<file path="src/rtl/passcode_pkg.sv">
// Shared state encoding for the passcode lock and its bus interface.
package passcode_pkg;

    localparam int STATE_W = 2;

    typedef enum logic [STATE_W-1:0] {
        ENTRY   = 2'd0,
        OPEN    = 2'd1,
        LOCKOUT = 2'd2,
        PROG    = 2'd3
    } state_e;

endpackage

</file>
<file path="src/rtl/passcode_lock_if.sv">
// Keypad-side bus of the passcode lock: digit strobe, controls and status.
// The prog signal exists only when PASSCODE_PROG_EN is defined.
interface passcode_lock_if #(
    parameter int DIGITS  = 4,
    parameter int DIGIT_W = 4
);
    import passcode_pkg::*;

    localparam int IDX_W = $clog2(DIGITS);

    logic [DIGIT_W-1:0] din;
    logic               din_valid;
    logic               relock;
`ifdef PASSCODE_PROG_EN
    logic               prog;
`endif
    logic               correct;
    logic               fail;
    logic               locked;
    logic [STATE_W-1:0] state;
    logic [IDX_W-1:0]   digit_idx;

`ifdef PASSCODE_PROG_EN
    modport master (
        output din, din_valid, relock, prog,
        input  correct, fail, locked, state, digit_idx
    );
    modport slave (
        input  din, din_valid, relock, prog,
        output correct, fail, locked, state, digit_idx
    );
`else
    modport master (
        output din, din_valid, relock,
        input  correct, fail, locked, state, digit_idx
    );
    modport slave (
        input  din, din_valid, relock,
        output correct, fail, locked, state, digit_idx
    );
`endif

endinterface

</file>
<file path="src/rtl/passcode_lockout_timer.sv">
// Load/decrement down-counter timing the lockout window; done while at zero.
module passcode_lockout_timer #(
    parameter int LOCKOUT_CYC = 16
) (
    input  logic clk,
    input  logic clr_n,
    input  logic load,
    input  logic dec,
    output logic done
);

    localparam int CNT_W = (LOCKOUT_CYC > 1) ? $clog2(LOCKOUT_CYC) : 1;
    localparam logic [CNT_W-1:0] LOAD_VAL = CNT_W'(LOCKOUT_CYC - 1);

    logic [CNT_W-1:0] cnt_p1;

    always_ff @(posedge clk or negedge clr_n) begin
        if (!clr_n) begin
            cnt_p1 <= '0;
        end else if (load) begin
            cnt_p1 <= LOAD_VAL;
        end else if (dec && (cnt_p1 != '0)) begin
            cnt_p1 <= cnt_p1 - 1'b1;
        end
    end

    assign done = (cnt_p1 == '0);

endmodule

</file>
<file path="src/rtl/passcode_lock.sv">
// Passcode checker: constant-time code comparison, failure count and timed lockout.
// Define PASSCODE_PROG_EN to add the prog control and a writable stored code.
module passcode_lock
    import passcode_pkg::*;
#(
    parameter int                          DIGITS      = 4,
    parameter int                          DIGIT_W     = 4,
    parameter logic [DIGITS*DIGIT_W-1:0]   INIT_CODE   = '0,
    parameter int                          MAX_TRIES   = 3,
    parameter int                          LOCKOUT_CYC = 16
) (
    input  logic          clk,
    input  logic          clr_n,
    passcode_lock_if.slave bus
);

    localparam int CODE_W = DIGITS * DIGIT_W;
    localparam int IDX_W  = $clog2(DIGITS);
    localparam int TRY_W  = $clog2(MAX_TRIES + 1);

    localparam logic [IDX_W-1:0] LAST_IDX  = IDX_W'(DIGITS - 1);
    localparam logic [TRY_W-1:0] TRY_LIMIT = TRY_W'(MAX_TRIES);

    function automatic logic [DIGIT_W-1:0] code_digit(
        input logic [CODE_W-1:0] code,
        input logic [IDX_W-1:0]  idx
    );
        code_digit = '0;
        for (int k = 0; k < DIGITS; k++) begin
            if (idx == k[IDX_W-1:0]) code_digit = code[k*DIGIT_W +: DIGIT_W];
        end
    endfunction

    state_e           state_p0, state_p1;
    logic [IDX_W-1:0] idx_p0,   idx_p1;
    logic             mis_p0,   mis_p1;
    logic [TRY_W-1:0] tries_p0, tries_p1;
    logic             correct_p0, correct_p1;
    logic             fail_p0,    fail_p1;
    logic             locked_p0,  locked_p1;

    logic [CODE_W-1:0]  code_w;
    logic [TRY_W-1:0]   tries_inc;
    logic               digit_bad;
    logic               tmr_load, tmr_dec, tmr_done;

`ifdef PASSCODE_PROG_EN
    logic [CODE_W-1:0]  code_p0, code_p1;
    assign code_w = code_p1;
`else
    assign code_w = INIT_CODE;
`endif

    assign digit_bad = (bus.din != code_digit(code_w, idx_p1));
    assign tries_inc = tries_p1 + 1'b1;

    passcode_lockout_timer #(
        .LOCKOUT_CYC(LOCKOUT_CYC)
    ) u_timer (
        .clk  (clk),
        .clr_n(clr_n),
        .load (tmr_load),
        .dec  (tmr_dec),
        .done (tmr_done)
    );

    // Stage 0: next-state decode, comparison and output precompute
    always_comb begin
        state_p0 = state_p1;
        idx_p0   = idx_p1;
        mis_p0   = mis_p1;
        tries_p0 = tries_p1;
        fail_p0  = 1'b0;
        tmr_load = 1'b0;
        tmr_dec  = 1'b0;
`ifdef PASSCODE_PROG_EN
        code_p0  = code_p1;
`endif
        case (state_p1)
            OPEN: begin
                if (bus.relock) begin
                    state_p0 = ENTRY;
`ifdef PASSCODE_PROG_EN
                end else if (bus.prog) begin
                    state_p0 = PROG;
                    idx_p0   = '0;
`endif
                end
            end
            LOCKOUT: begin
                if (tmr_done) state_p0 = ENTRY;
                else          tmr_dec  = 1'b1;
            end
`ifdef PASSCODE_PROG_EN
            PROG: begin
                if (bus.relock) begin
                    state_p0 = ENTRY;
                    idx_p0   = '0;
                end else if (bus.din_valid) begin
                    for (int k = 0; k < DIGITS; k++) begin
                        if (idx_p1 == k[IDX_W-1:0]) code_p0[k*DIGIT_W +: DIGIT_W] = bus.din;
                    end
                    if (idx_p1 == LAST_IDX) begin
                        idx_p0   = '0;
                        state_p0 = ENTRY;
                    end else begin
                        idx_p0 = idx_p1 + 1'b1;
                    end
                end
            end
`endif
            // ENTRY, and the unused encoding when programming is compiled out
            default: begin
                if (bus.din_valid) begin
                    if (idx_p1 == LAST_IDX) begin
                        idx_p0 = '0;
                        mis_p0 = 1'b0;
                        if (!(mis_p1 || digit_bad)) begin
                            state_p0 = OPEN;
                            tries_p0 = '0;
                        end else begin
                            fail_p0 = 1'b1;
                            if (tries_inc == TRY_LIMIT) begin
                                state_p0 = LOCKOUT;
                                tries_p0 = '0;
                                tmr_load = 1'b1;
                            end else begin
                                tries_p0 = tries_inc;
                            end
                        end
                    end else begin
                        idx_p0 = idx_p1 + 1'b1;
                        mis_p0 = mis_p1 | digit_bad;
                    end
                end else if (state_p1 != ENTRY) begin
                    state_p0 = ENTRY;
                end
            end
        endcase
        correct_p0 = (state_p0 == OPEN);
        locked_p0  = (state_p0 == LOCKOUT);
    end

    // Stage 1: registered state and outputs
    always_ff @(posedge clk or negedge clr_n) begin
        if (!clr_n) begin
            state_p1   <= ENTRY;
            idx_p1     <= '0;
            mis_p1     <= 1'b0;
            tries_p1   <= '0;
            correct_p1 <= 1'b0;
            fail_p1    <= 1'b0;
            locked_p1  <= 1'b0;
        end else begin
            state_p1   <= state_p0;
            idx_p1     <= idx_p0;
            mis_p1     <= mis_p0;
            tries_p1   <= tries_p0;
            correct_p1 <= correct_p0;
            fail_p1    <= fail_p0;
            locked_p1  <= locked_p0;
        end
    end

`ifdef PASSCODE_PROG_EN
    always_ff @(posedge clk or negedge clr_n) begin
        if (!clr_n) code_p1 <= INIT_CODE;
        else        code_p1 <= code_p0;
    end
`endif

    assign bus.correct   = correct_p1;
    assign bus.fail      = fail_p1;
    assign bus.locked    = locked_p1;
    assign bus.state     = state_p1;
    assign bus.digit_idx = idx_p1;

endmodule

</file>
<file path="src/flat_wrapper.sv">
// flat-port wrapper written by rule: the top's interface ports become plain ports
module passcode_lock_flat import passcode_pkg::*;
#(
    parameter int                          DIGITS      = 4,
    parameter int                          DIGIT_W     = 4,
    parameter logic [DIGITS*DIGIT_W-1:0]   INIT_CODE   = '0,
    parameter int                          MAX_TRIES   = 3,
    parameter int                          LOCKOUT_CYC = 16
)
  (clk, clr_n, bus_din, bus_din_valid, bus_relock, bus_correct, bus_fail, bus_locked, bus_state, bus_digit_idx);
  passcode_lock_if #(.DIGITS(DIGITS), .DIGIT_W(DIGIT_W)) bus_i ();
  input  logic clk;
  input  logic clr_n;
  input wire logic [$bits(bus_i.din)-1:0] bus_din;
  input wire logic [$bits(bus_i.din_valid)-1:0] bus_din_valid;
  input wire logic [$bits(bus_i.relock)-1:0] bus_relock;
  output wire logic [$bits(bus_i.correct)-1:0] bus_correct;
  output wire logic [$bits(bus_i.fail)-1:0] bus_fail;
  output wire logic [$bits(bus_i.locked)-1:0] bus_locked;
  output wire logic [$bits(bus_i.state)-1:0] bus_state;
  output wire logic [$bits(bus_i.digit_idx)-1:0] bus_digit_idx;
  assign bus_i.din = bus_din;
  assign bus_i.din_valid = bus_din_valid;
  assign bus_i.relock = bus_relock;
  assign bus_correct = bus_i.correct;
  assign bus_fail = bus_i.fail;
  assign bus_locked = bus_i.locked;
  assign bus_state = bus_i.state;
  assign bus_digit_idx = bus_i.digit_idx;
  passcode_lock #(.DIGITS(DIGITS), .DIGIT_W(DIGIT_W), .INIT_CODE(INIT_CODE), .MAX_TRIES(MAX_TRIES), .LOCKOUT_CYC(LOCKOUT_CYC)) u_core (.clk(clk), .clr_n(clr_n), .bus(bus_i));
endmodule
</file>
<file path="config.mk">
export PLATFORM = sky130hd
export DESIGN_NAME = passcode_lock_flat
export DESIGN_NICKNAME = d
export VERILOG_FILES = /design/src/rtl/passcode_pkg.sv /design/src/rtl/passcode_lock_if.sv /design/src/rtl/passcode_lockout_timer.sv /design/src/rtl/passcode_lock.sv /design/src/flat_wrapper.sv
export SDC_FILE = /design/constraint.sdc
export NUM_CORES = 1
export LEC_CHECK = 0
export CAP_MARGIN = 40
export CORE_MARGIN = 10
export CORE_UTILIZATION = 48
export DETAILED_ROUTE_END_ITERATION = 10
export GPL_TIMING_DRIVEN = 0
export PLACE_DENSITY_LB_ADDON = 0.3
export SETUP_SLACK_MARGIN = 0.4
export SLEW_MARGIN = 10
export SYNTH_ARGS = -nofsm -noshare
export SYNTH_HDL_FRONTEND = slang
export SYNTH_SLANG_ARGS = --single-unit
</file>
<file path="constraint.sdc">
create_clock -name clk -period 2.2 [get_ports clk]
set_clock_uncertainty 0.1 [all_clocks]
set_input_delay 0.44 -clock clk [delete_from_list [all_inputs] [get_ports clk]]
set_output_delay 0.44 -clock clk [all_outputs]
set_load 0.03 [all_outputs]
</file>
# After elaboration in Yosys (flattened, before gate mapping)
# Cells that the tools add are included.
# classes
addsub	3
multipliers	0
div_mod_pow	0
n_lt_le_gt_ge	0
n_eq_ne	6
n_shift	0
muxes	25
bitwise_logic	2
n_reduce_logical	10
# op_table
operator	n
2-bit two-way mux	10
1-bit two-way mux	12
2-bit == test (second input constant)	4
4-bit two-way mux	2
4-bit nonzero test	2
2-bit by 1-bit adder with 2-bit output (second input constant)	2
2-bit by 1-bit == test with 1-bit output (second input constant)	2
4-bit logical NOT	1
2-bit one-hot mux with 2 select lines	1
2-bit nonzero test	2
4-bit by 1-bit subtractor with 4-bit output (second input constant)	1
3-bit AND reduction	1
2-bit AND reduction	1
2-bit OR reduction	1
1-bit logical AND	1
1-bit logical OR	1
1-bit NOT	1
1-bit bitwise OR	1
# totals
reg_bits	14
latchBits	0
ramBits	0
mem_bits_ro	0
input_bits	8
output_inout_bits	7
wordCells	54
n_memories	0

# Logic depth before layout (Yosys ltp)
# logic_depth
ltp_word	8
mapped_depth	6

# Cells and area by module
# Synthesis repeated with hierarchy kept, for this count alone.
# hier_totals
cells_unflattened	73
hier_area_um2	773.2
# by_module_without_submodules
module	instances	cells_per_inst	area_per_inst_um2	seq_area_each_um2
passcode_lock	1	52	554.3	250.2
passcode_lockout_timer	1	21	219.0	100.1

# Worst setup path before layout
# No wires, ideal clock.
# synth_path
path_type	register to register
start	register u_core.state_p1[0], in the netlist u_core.bus.state[0]
end	register u_core.correct_p1, in the netlist u_core.bus.correct
arrival_time_ns	1.926
slack_ns	0.055
stages_incl_launch_ff	7
path_buffers	0
period_less_slack_ns	2.145
cell_sequence	dfrtp_1 inv_1 ha_1 and2b_2 a32o_2 a221o_1 and2_1
# synth_between
elab_chain_len	6
elab_cells_between_ends	12
classes_between	eq/ne (3); mux (8); reduce/logical (1)
# synth_rtl
item	line	source
start: declaration	passcode_lock.sv:34	state_e state_p0, state_p1;
start signal: assignment	passcode_lock.sv:155	state_p1 <= state_p0;
2-bit two-way mux	passcode_lock.sv:123	if (tries_inc == TRY_LIMIT) begin
2-bit two-way mux	passcode_lock.sv:118	if (!(mis_p1 || digit_bad)) begin
2-bit two-way mux	passcode_lock.sv:115	if (idx_p1 == LAST_IDX) begin
2-bit two-way mux	passcode_lock.sv:114	if (bus.din_valid) begin
2-bit one-hot mux with 2 select lines *	passcode_lock.sv:79	case (state_p1)
net u_core.state_p0[0]	passcode_lock.sv:34	
2-bit by 1-bit == test with 1-bit output *	passcode_lock.sv:140	correct_p0 = (state_p0 == OPEN);
net u_core.correct_p0	passcode_lock.sv:38	logic correct_p0, correct_p1;
end signal: assignment	passcode_lock.sv:159	correct_p1 <= correct_p0;
end: declaration	passcode_lock.sv:38	
# The timed path passes the listed nets; every way through them passes the cells marked *.
# A chain may end at the register's enable or synchronous reset.

# Worst setup path after layout
# layout_path
start	register u_core.u_timer.cnt_p1[0]
end	register u_core.correct_p1, in the netlist u_core.bus.correct
# layout_between
elab_chain_len	4
# layout_rtl
item	line	source
start: declaration	passcode_lockout_timer.sv:15	logic [CNT_W-1:0] cnt_p1;
start signal: assignment	passcode_lockout_timer.sv:23	cnt_p1 <= cnt_p1 - 1'b1;
4-bit logical NOT	passcode_lockout_timer.sv:27	assign done = (cnt_p1 == '0);
2-bit two-way mux	passcode_lock.sv:91	if (tmr_done) state_p0 = ENTRY;
2-bit one-hot mux with 2 select lines	passcode_lock.sv:79	
net u_core.state_p0[0]	passcode_lock.sv:34	
2-bit by 1-bit == test with 1-bit output	passcode_lock.sv:140	
net u_core.correct_p0	passcode_lock.sv:38	
# The timed path passes the listed nets, and every way through them passes these cells.

==> run metrics <==
run status finished clean; Max clock buf depth 2; Clock Tree Root sky130_fd_sc_hd__clkbuf_4; unique cell type count in the Yosys netlist 33; flop and latch count out of synthesis 14; share of synthesized flip-flops with an asynchronous set or reset 100%; final weighted congestion in routability-driven placement 0.775; Lkg Pwr 0.503 nW; path category of the worst min-delay check input port to asynchronous set/reset pin; Max Clock Freq 523 MHz; Slew @ Worst Pin 0.626 ns; final setup margin 0.286 ns; ys flop type sky130_fd_sc_hd__dfrtp_1; register-to-register setup slack 0.29 ns; worst-case setup slack after placement -0.0314 ns; H-tree Lvls 1; clock-pin slew on the worst setup and hold paths 0.08 ns; area of the multi-input gates 402 um2; fillcell total 115; share of final-layout standard cells stronger than drive strength 1 33.7%; portion of the post-synthesis area used by sequential elements 48.5%; area after detailed placement 911 um2; std cell rows 13; Num CTS Buffers 3; P per Cell Area 1250 mW/mm2; # IOs 15; Routed Antenna Nets 0; area of the die 0.00346 mm2; total vias in the final route 618; placed cells 97; placed wire-length estimate 1.08 mm; wire length per cell 14.3 um; Critical-path top delay cell sky130_fd_sc_hd__dfrtp_1; worst setup path category register to register; Non-Filler Instances 110; DRC violation count after routing 0; gate family responsible for the most delay along the worst path compound AO/OA/AOI/OAI gates; FF+latch area 353 um2; setup total negative slack 0 ns; starting density of the core 52.8%; kind of capture point of the worst setup path register; total power after layout 1.28 mW; number of flops mapped to enable cells by yosys 0; # port buffers 14; largest net degree at the start of global routing 15; total setup violations reported at the end of the flow 0; CTS sink count 14; initial detailed-routing violation count 7; Setup crit start kind register; startpoint of the most critical register-to-register path u_core.u_timer.cnt_p1[0]$_DFFE_PN0P_; clock period minus worst slack 1.91 ns; share of Yosys cell area claimed by the top area cell type 48.5%; number of slew-limit violations in the final report 0; Critical path origin u_core.u_timer.cnt_p1[0]$_DFFE_PN0P_; overall routed net length 1.58 mm; antenna violations before repair 0; maximum capacitance violations 0; leftover overflow at the end of global routing 0; global-route wire length before repair 2.59 mm; chip height 58.8 um; buffering stage count on the worst path with inverters included 1; area grow syn2layout 41.6%; most area-consuming cells after synthesis sky130_fd_sc_hd__dfrtp_1 (49%), sky130_fd_sc_hd__ha_1 (8.7%), sky130_fd_sc_hd__inv_1 (3.1%); drt first pass iters 4; combined global-route utilization of all metal layers 9.32%; number of synthesis warnings 0; post-synthesis instance area 722 um2; Peak supply drop 862 uV; part of the cycle the worst path needs 87.0%; worst slew margin relative to its limit 58.2%; max incr delay on CP 0.39 ns; setup repair after global routing missed its margin true; cell count after synthesis 68; Final Hold Vio Count 0; via count of the first global-routing pass 613; final design instance area without fill 0.00102 mm2; CTS tree yes; top fanout value on the critical path 3; detailed-route vias per instance 5.62; nets@finish 109; area leader, netlist sky130_fd_sc_hd__dfrtp_1; Worst Path Required 2.28 ns; post-synth net total 81; post-synthesis average cell area 10.6 um2; standard cell core area 0.00137 mm2; clock latency of the later-clocked register in the worst-skew pair 0.28 ns; arrival time at the worst endpoint 1.99 ns; cell-by-cell trace of the critical path inv_2 -> ha_4 -> or3b_4 -> a32o_2 -> a221o_1 -> and2_1; ANT cells 0; die width 58.8 um
==> worst register-to-register path, delay by kind of cell (launching register included) <==
| family | cells | cell delay, ns |
|---|---|---|
| buffers and inverters | 1 | 0.08 |
| DFF | 1 | 0.39 |
| adders and majority gates | 1 | 0.13 |
| and+or+nand+nor | 2 | 0.51 |
| AOI/OAI and AO/OA | 2 | 0.60 |
==> cell usage after synthesis, types with 2 or more instances <==
| cell | instances |
|---|---|
| sky130_fd_sc_hd__ha_1 | 5 |
| sky130_fd_sc_hd__dfrtp_1 | 14 |
| sky130_fd_sc_hd__inv_1 | 6 |
| sky130_fd_sc_hd__nand2_1 | 5 |
| sky130_fd_sc_hd__a21oi_1 | 2 |
| sky130_fd_sc_hd__nor2_1 | 6 |
| sky130_fd_sc_hd__nor3_1 | 3 |
| sky130_fd_sc_hd__mux2_2 | 2 |
==> cell type report <==
class | count | area share [%]
well taps | 15 | 1.84
multi-input cells | 48 | 39.3
repair buffers | 23 | 19.1
flip-flops and latches | 14 | 34.5
clock buffers | 4 | 2.57
inverters | 6 | 2.69
==> sequential cells by signal, indices dropped and copies added (netlist names) <==
| signal | cells |
|---|---|
| u_core.mis_p1 | 1 |
| u_core.bus.locked | 1 |
| u_core.u_timer.cnt_p1 | 4 |
| u_core.bus.fail | 1 |
| u_core.tries_p1 | 2 |
| u_core.bus.state | 2 |
| u_core.bus.correct | 1 |
| u_core.bus.digit_idx | 2 |
==> final timing paths <==
path,depth (start not counted),end
hold / removal,1,u_core.u_timer.cnt_p1[2]$_DFFE_PN0P_
max in group asynchronous,1,u_core.bus.state[1]$_DFF_PN0_
min in group clk,1,u_core.bus.digit_idx[1]$_DFFE_PN0N_
setup reg to reg,6,u_core.bus.correct$_DFF_PN0_
hold reg to reg,1,u_core.bus.digit_idx[1]$_DFFE_PN0N_
setup / recovery,6,u_core.bus.correct$_DFF_PN0_
==> per-stage QoR <==
step / hold WS (ns) / utilization (%)
final: 0.442 / 74.8
after global routing: 0.474 / 74.8
after CTS: 0.447 / 71.4
after detailed placement: 0.421 / 66.7
after global placement: 0.407 / 66.7
after floorplan: 0.0444 / -
==> report_power, final <==
part | switching [mW] | leakage [nW] | internal, mW
Clock | 0.0842 | 0.0150 | 0.0705
Combinational | 0.322 | 0.317 | 0.338
Sequential | 0.0945 | 0.171 | 0.366
==> routing by layer <==
| layer | wire length [um] | GRT usage [%] |
|---|---|---|
| met5 | 0 | 0 |
| met4 | 27 | 4.92 |
| met3 | 129 | 3.43 |
| met2 | 724 | 14.0 |
| met1 | 694 | 11.3 |
==> cells by family after synthesis <==
kind of cell             count (synthesis)  synth area share, %
adder cells (fa/ha/maj)                  5                 8.67
XOR/XNOR                                 2                 2.43
multiplexers                             2                 3.12
AO/OA/AOI/OAI                           12                 12.5
flip-flops                              14                 48.5
buffers and inverters                    6                 3.12
AND/OR/NAND/NOR                         27                 21.7
==> repair_timing <==
action / 4_1_cts / 5_1_grt
pin swaps: 3 / 4
hold buffers: 0 / 0
gates resized for setup: 16 / 4
endpoints found under the setup margin: 17 / 8
setup buffers: 4 / 5
hold endpoints to repair: 0 / 0
==> cells in the final DEF (no fill, tap or decap), types with 3 or more instances in the layout <==
| cell | n |
|---|---|
| sky130_fd_sc_hd__dfrtp_1 | 12 |
| sky130_fd_sc_hd__buf_4 | 9 |
| sky130_fd_sc_hd__nand2_1 | 5 |
| sky130_fd_sc_hd__nor3_1 | 3 |
| sky130_fd_sc_hd__clkbuf_4 | 3 |
| sky130_fd_sc_hd__ha_1 | 3 |
| sky130_fd_sc_hd__nor2_1 | 5 |
| sky130_fd_sc_hd__clkdlybuf4s50_1 | 4 |
| sky130_fd_sc_hd__dlygate4sd2_1 | 10 |
(Power assumes the default switching activity.)
